==> src/rtl/mfm_read_frontend_pkg.sv <==
// mfm_read_frontend_pkg: shared interval bin, state and phase codes plus the interval classifier
package mfm_read_frontend_pkg;
  typedef enum logic [2:0] {IV_SHORT, IV_1T, IV_15T, IV_2T, IV_LONG} iv_t;
  typedef enum logic {ST_HUNT, ST_DATA} st_t;
  typedef enum logic {PH_C, PH_D} ph_t;
  function automatic iv_t classify(input int i, input int t);
    return i < 3 * t / 4 ? IV_SHORT :
           i < 5 * t / 4 ? IV_1T :
           i < 7 * t / 4 ? IV_15T :
           i <= 9 * t / 4 ? IV_2T : IV_LONG;
  endfunction
endpackage

==> src/rtl/mfm_interval_timer.sv <==
// mfm_interval_timer: synchronise mfm_in, strobe each edge and bin the interval since the previous one
module mfm_interval_timer
  import mfm_read_frontend_pkg::*;
#(
  parameter int CELL_CLKS   = 24,
  parameter int SYNC_STAGES = 2
) (
  input  logic clk,
  input  logic rst,
  input  logic mfm_in,
  output logic edge_stb,
  output logic long_stb,
  output iv_t  bin
);
  localparam int L_MAX = 9 * CELL_CLKS / 4;
  localparam int CW = $clog2(L_MAX + 2);
  logic [SYNC_STAGES-1:0] sync;
  logic prev;
  logic [CW-1:0] cnt;
  logic det;
  assign det = sync[SYNC_STAGES-1] ^ prev;
  // counter starts saturated so the first edge after reset reads as LONG; LONG strobes once on reaching L_MAX+1
  always_ff @(posedge clk) begin
    if (rst) begin
      sync     <= '0;
      prev     <= 1'b0;
      cnt      <= CW'(L_MAX + 1);
      edge_stb <= 1'b0;
      long_stb <= 1'b0;
      bin      <= IV_SHORT;
    end else begin
      sync     <= {sync[SYNC_STAGES-2:0], mfm_in};
      prev     <= sync[SYNC_STAGES-1];
      edge_stb <= det;
      long_stb <= !det && cnt == CW'(L_MAX);
      bin      <= det ? classify(int'(cnt), CELL_CLKS) : IV_LONG;
      cnt      <= det ? CW'(1) : cnt == CW'(L_MAX + 1) ? cnt : cnt + 1'b1;
    end
  end
endmodule

==> src/rtl/mfm_read_frontend.sv <==
// mfm_read_frontend: lock to MFM preamble/sync, decode interval bins to bits and deserialise words
module mfm_read_frontend
  import mfm_read_frontend_pkg::*;
#(
  parameter int CELL_CLKS    = 24,
  parameter int WORD_W       = 16,
  parameter int PREAMBLE_MIN = 16,
  parameter bit LSB_FIRST    = 1,
  parameter int SYNC_STAGES  = 2
) (
  input  logic              clk,
  input  logic              rst,
  input  logic              mfm_in,
  input  logic              resync,
  output logic              bit_out,
  output logic              bit_valid,
  output logic [WORD_W-1:0] word_out,
  output logic              word_valid,
  output logic              locked,
  output logic              code_err
);
  generate
    if (CELL_CLKS < 8) begin : g_cell_chk
      $error("CELL_CLKS must be >= 8 so the two-bit queue cannot overflow");
    end
  endgenerate
  localparam int PW = $clog2(PREAMBLE_MIN + 1);
  localparam int BW = $clog2(WORD_W);
  logic edge_stb, long_stb;
  iv_t bin;
  st_t state;
  ph_t phase, nph;
  logic [PW-1:0] pcount;
  logic pend, pend_bit;
  logic [BW-1:0] bcnt;
  logic [WORD_W-1:0] sreg, nxt_word;
  logic ev, err, two, b0, b1, sync_hit, word_done;
  mfm_interval_timer #(.CELL_CLKS(CELL_CLKS), .SYNC_STAGES(SYNC_STAGES)) u_timer (
    .clk(clk), .rst(rst), .mfm_in(mfm_in), .edge_stb(edge_stb), .long_stb(long_stb), .bin(bin)
  );
  // bin-to-bits decode for the current phase; phase D may yield two bits from one interval
  always_comb begin
    ev        = edge_stb | long_stb;
    err       = phase == PH_C ? !(bin == IV_1T || bin == IV_15T) : (bin == IV_SHORT || bin == IV_LONG);
    two       = phase == PH_D && bin != IV_1T;
    b0        = phase == PH_C ? bin == IV_15T : bin == IV_1T;
    b1        = bin == IV_2T;
    nph       = bin == IV_1T ? phase : phase == PH_C ? PH_D : bin == IV_15T ? PH_C : PH_D;
    sync_hit  = bin == IV_15T && pcount >= PW'(PREAMBLE_MIN);
    nxt_word  = LSB_FIRST ? {bit_out, sreg[WORD_W-1:1]} : {sreg[WORD_W-2:0], bit_out};
    word_done = bit_valid && bcnt == BW'(WORD_W - 1);
  end
  // lock FSM, bit queue and deserialiser; a flush keeps word_out at the last complete word
  always_ff @(posedge clk) begin
    if (rst) begin
      state      <= ST_HUNT;
      phase      <= PH_C;
      pcount     <= '0;
      pend       <= 1'b0;
      pend_bit   <= 1'b0;
      bcnt       <= '0;
      sreg       <= '0;
      bit_out    <= 1'b0;
      bit_valid  <= 1'b0;
      word_out   <= '0;
      word_valid <= 1'b0;
      locked     <= 1'b0;
      code_err   <= 1'b0;
    end else if (resync || (ev && state == ST_DATA && err)) begin
      state      <= ST_HUNT;
      locked     <= 1'b0;
      code_err   <= !resync;
      pcount     <= '0;
      pend       <= 1'b0;
      bit_valid  <= 1'b0;
      bcnt       <= '0;
      word_valid <= 1'b0;
    end else begin
      code_err   <= 1'b0;
      word_valid <= word_done;
      if (bit_valid) begin
        sreg <= nxt_word;
        bcnt <= word_done ? '0 : bcnt + 1'b1;
        if (word_done) word_out <= nxt_word;
      end
      if (state == ST_HUNT) begin
        bit_valid <= 1'b0;
        pend      <= 1'b0;
        if (ev) pcount <= bin != IV_1T ? '0 : pcount == PW'(PREAMBLE_MIN) ? pcount : pcount + 1'b1;
        if (ev && sync_hit) begin
          state  <= ST_DATA;
          locked <= 1'b1;
          phase  <= PH_D;
          pcount <= '0;
          bcnt   <= '0;
        end
      end else if (ev) begin
        bit_out   <= b0;
        bit_valid <= 1'b1;
        pend      <= two;
        pend_bit  <= b1;
        phase     <= nph;
      end else begin
        bit_valid <= pend;
        bit_out   <= pend ? pend_bit : bit_out;
        pend      <= 1'b0;
      end
    end
  end
endmodule

==> config.mk <==
export PLATFORM = sky130hd
export DESIGN_NAME = mfm_read_frontend
export DESIGN_NICKNAME = d
export VERILOG_FILES = /design/src/rtl/mfm_read_frontend_pkg.sv /design/src/rtl/mfm_interval_timer.sv /design/src/rtl/mfm_read_frontend.sv
export SDC_FILE = /design/constraint.sdc
export NUM_CORES = 1
export LEC_CHECK = 0
export CORE_ASPECT_RATIO = 0.7
export CORE_UTILIZATION = 56
export CTS_CLUSTER_DIAMETER = 30
export DETAILED_ROUTE_END_ITERATION = 6
export GPL_TIMING_DRIVEN = 0
export PLACE_DENSITY = 0.78
export SETUP_SLACK_MARGIN = 0.05
export SYNTH_ARGS = -nofsm -noshare
export SYNTH_HDL_FRONTEND = slang
export SYNTH_SLANG_ARGS = --single-unit
==> constraint.sdc <==
create_clock -name clk -period 1.7 [get_ports clk]
set_input_delay 0.34 -clock clk [delete_from_list [all_inputs] [get_ports clk]]
set_output_delay 0.34 -clock clk [all_outputs]
set_load 0.02 [all_outputs]
==> metrics.csv <==
metric;value;unit
status;complete, no violations;
route.detailed.drc;0;
largest_net_degree_at_the_start_of_global_routing;11;
synthDominantAreaCellType;sky130_fd_sc_hd__dfxtp_1;
clock_sinks;63;
die_w;85.0;um
yosysSeqAreaShare;0.467;
cts_htree_levels;3;
ant_nets;0;
synthDistinctLibCells;46;
worst_slew_margin_rel;0.642;
cts.root.buffer_cell;sky130_fd_sc_hd__clkbuf_8;
timing_max_transition_violations_final;0;
synthesis.yosys.warnings;0;
max_stage_delay;600;ps
cap_viol_max_count;0;
r2r_end;sreg[3];
worst-setup-path-type;reg -> out;
power_density_relative_to_cell_area;1100;nW/um^2
antenna_cells_inserted;0;
stdcell_area;3260;um^2
postSynth.asyncResetShare;0;
timing.reg2reg.setup_slack;110;ps
timing.final.setup_violations;0;
hold_depth;1;
worst_pin_slew;535;ps
synth_nets;278;
worst-endpoint-required;1360;ps
wl_per_cell;13.8;um
netlist.area_leader.share;0.467;
cts.hold.buffers_added;0;
port_buffers;24;
holdWs;458;ps
ctsLongestPathBuffers;2;
comb_power_share;0.136;
initialDrtViolationCount;91;
final-instance-count-excl-fill;365;
synth_edf_count;0;
total_power_draw;3.58;mW
power.share.clock;0.403;
core.rowCount;20;
first_pass_grt_wire_length;8400;um
setup.worst_path.start_class;register;
power_report.internal_total;2.68;mW
ios;25;
finalCriticalPeriod;1610;ps
crit_path_end_kind;primary output;
arrival;1270;ps
rsz_0062_raised_after_global_routing;false;
syn_area;2700;um^2
global_route.overflow_total;0;
detailed_place.area;3010;um^2
clock_pin_slew_on_the_worst_setup_and_hold_paths;70;ps
worstPathCellList;clkdlybuf4s50_1;
all_layer_gr_usage;0.217;
drtPass1Iterations;4;
finalWeightedCongestion;0.777;
tritoncts;yes;
post-dp-hpwl;3420;um
hold_path_startpoint;u_timer.sync[0];
synth_ff_type;sky130_fd_sc_hd__dfxtp_1;
leakagePower;1.49;nW
timing.hold.worst.class;reg -> reg;
min_period_over_period;0.946;
core;4480;um^2
cts-buffers-inserted;9;
fp.dieArea;5110;um^2
antenna_found_initial;0;
placedCellCount;349;
seq_power_share;0.461;
crit_buf_inv;1;
power.ir.vdd_worst;0.837;mV
synth_top_cells_by_area;sky130_fd_sc_hd__dfxtp_1 (47%), sky130_fd_sc_hd__mux2i_1 (13%), sky130_fd_sc_hd__nand2b_1 (8.3%);
reg2reg_depth;6;
grt_pass1_vias;1847;
cpMaxStageDelayCell;sky130_fd_sc_hd__clkdlybuf4s50_1;
timing.critical_path.max_delay_family;buffers and inverters;
hold-path-endpoint;u_timer.sync[1];
achievable-frequency;0.622;GHz
worstSetupStartpoint;word_out[10];
initial_core_util;0.603;
syn-mean-instance-area;10.0;um^2
synthToLayoutAreaGrowth;20.8;%
via_per_inst;5.45;
dr_total_vias;1989;
critical_path.max_fanout;2;
drive_above_1_share;0.100;
power_switching;0.896;mW
finalClockSkew;10.6;ps
postSynthRegisterBits;63;
switching_share;0.250;
worst_r2r_startpoint;u_timer.bin[1];
die_height;60.1;um
wl;5020;um
timing.final.hold_violations;0;
postSynthCellCount;270;
clock_insertion_delay_worst_skew;340;ps
num-nets-final;313;
-- state kept, by name, summed over array words and instances (netlist names), 2 cells and up --
register and flops:
u_timer.bin 3, u_timer.sync 2, pcount 5, word_out 16, bcnt 4, u_timer.cnt 6
sreg 15
-- routing by layer --
metal,GRT usage,up-vias,part of all wire
met4,0.0726,0,0.014
li1,-,1018,-
met2,0.338,33,0.43
met5,0,-,0
met1,0.282,930,0.50
met3,0.0773,8,0.051
-- Yosys cell counts, types with 4 or more instances --
cell type	instances
sky130_fd_sc_hd__nor2b_1	4
sky130_fd_sc_hd__dfxtp_1	63
sky130_fd_sc_hd__mux2i_1	35
sky130_fd_sc_hd__nor4_1	4
sky130_fd_sc_hd__xnor2_1	5
sky130_fd_sc_hd__or3_1	4
sky130_fd_sc_hd__nor2_1	21
sky130_fd_sc_hd__clkbuf_1	6
sky130_fd_sc_hd__a21o_1	4
sky130_fd_sc_hd__a21oi_1	13
sky130_fd_sc_hd__nand2_1	12
sky130_fd_sc_hd__nand2b_1	36
sky130_fd_sc_hd__o21ai_0	7
sky130_fd_sc_hd__nand3_1	9
sky130_fd_sc_hd__ha_1	4
-- final cells by class --
type,instances,area [um^2]
multi-input combinational,192,1360
tap,55,68.8
inverter,3,11.3
timing repair buffer,25,267
clock inverter,3,65.1
fill,367,1220
clock buffer,13,159
sequential,63,1260
buffer,11,65.1
-- cell usage in the layout (no fill, tap or decap), types with 5 or more instances in the layout --
master                            count
sky130_fd_sc_hd__dlymetal6s2s_1       8
sky130_fd_sc_hd__clkbuf_1             7
sky130_fd_sc_hd__a21oi_1             13
sky130_fd_sc_hd__nor2_1              20
sky130_fd_sc_hd__nand3_1              9
sky130_fd_sc_hd__mux2i_1             35
sky130_fd_sc_hd__o21ai_0              7
sky130_fd_sc_hd__clkbuf_8            11
sky130_fd_sc_hd__clkdlybuf4s50_1     15
sky130_fd_sc_hd__xnor2_1              5
sky130_fd_sc_hd__dfxtp_1             62
sky130_fd_sc_hd__nand2_1             12
sky130_fd_sc_hd__nand2b_1            36
-- worst reg2reg max path, stage by stage (launching register included) --
cell	delay, ps
sky130_fd_sc_hd__dfxtp_1	380
sky130_fd_sc_hd__or2_1	280
sky130_fd_sc_hd__a31o_1	250
sky130_fd_sc_hd__buf_6	150
sky130_fd_sc_hd__nand3b_4	110
sky130_fd_sc_hd__buf_8	170
sky130_fd_sc_hd__mux2i_1	180
-- power groups by stage --
stage / sequential, mW / clock (mW) / combinational (mW)
global route: 1.66 / 1.53 / 0.569
CTS: 1.64 / 1.47 / 0.478
global placement: 1.67 / 0 / 0.466
finish: 1.65 / 1.44 / 0.488
detailed placement: 1.68 / 0 / 0.474
floorplan: 1.65 / 0 / 0.398
-- stage by stage --
stage / utilization / setup WS [ps] / setup TNS (ps)
after floorplan: - / 170 / 0
after global placement: 0.672 / -355 / -5250
after detailed placement: 0.672 / -366 / -6150
after CTS: 0.722 / 54.2 / 0
after global routing: 0.728 / 25.1 / 0
final: 0.728 / 91.6 / 0
-- how the worst max path moves through the flow --
stage / end / cells after the start / slack [ps]
2_1_floorplan: word_out[10] / 6 / 170
3_3_place_gp: code_err / 4 / -360
3_5_place_dp: word_valid / 4 / -370
4_1_cts: word_out[5] / 1 / 50
5_1_grt: sreg[5] / 6 / 30
6_report: word_out[10] / 1 / 90
-- repair_timing --
action | in CTS | in global routing
buffers inserted | 0 | 1
resized for setup | 2 | 13
endpoints found under the setup margin | 9 | 27
pin swaps | 0 | 0
-- kinds of logic (layout without fill, tap and decap cells) --
group / count (synthesis) / after routing / share of synthesized area
AO/OA/AOI/OAI: 37 / 37 / 0.0880
XOR/XNOR: 7 / 7 / 0.0227
adder cells (fa/ha/maj): 4 / 4 / 0.0185
buffers and inverters: 15 / 55 / 0.0315
flip-flops: 63 / 63 / 0.467
multiplexers: 36 / 36 / 0.134
AND/OR/NAND/NOR: 108 / 108 / 0.239
No activity file was read; power rests on OpenSTA's default activity.
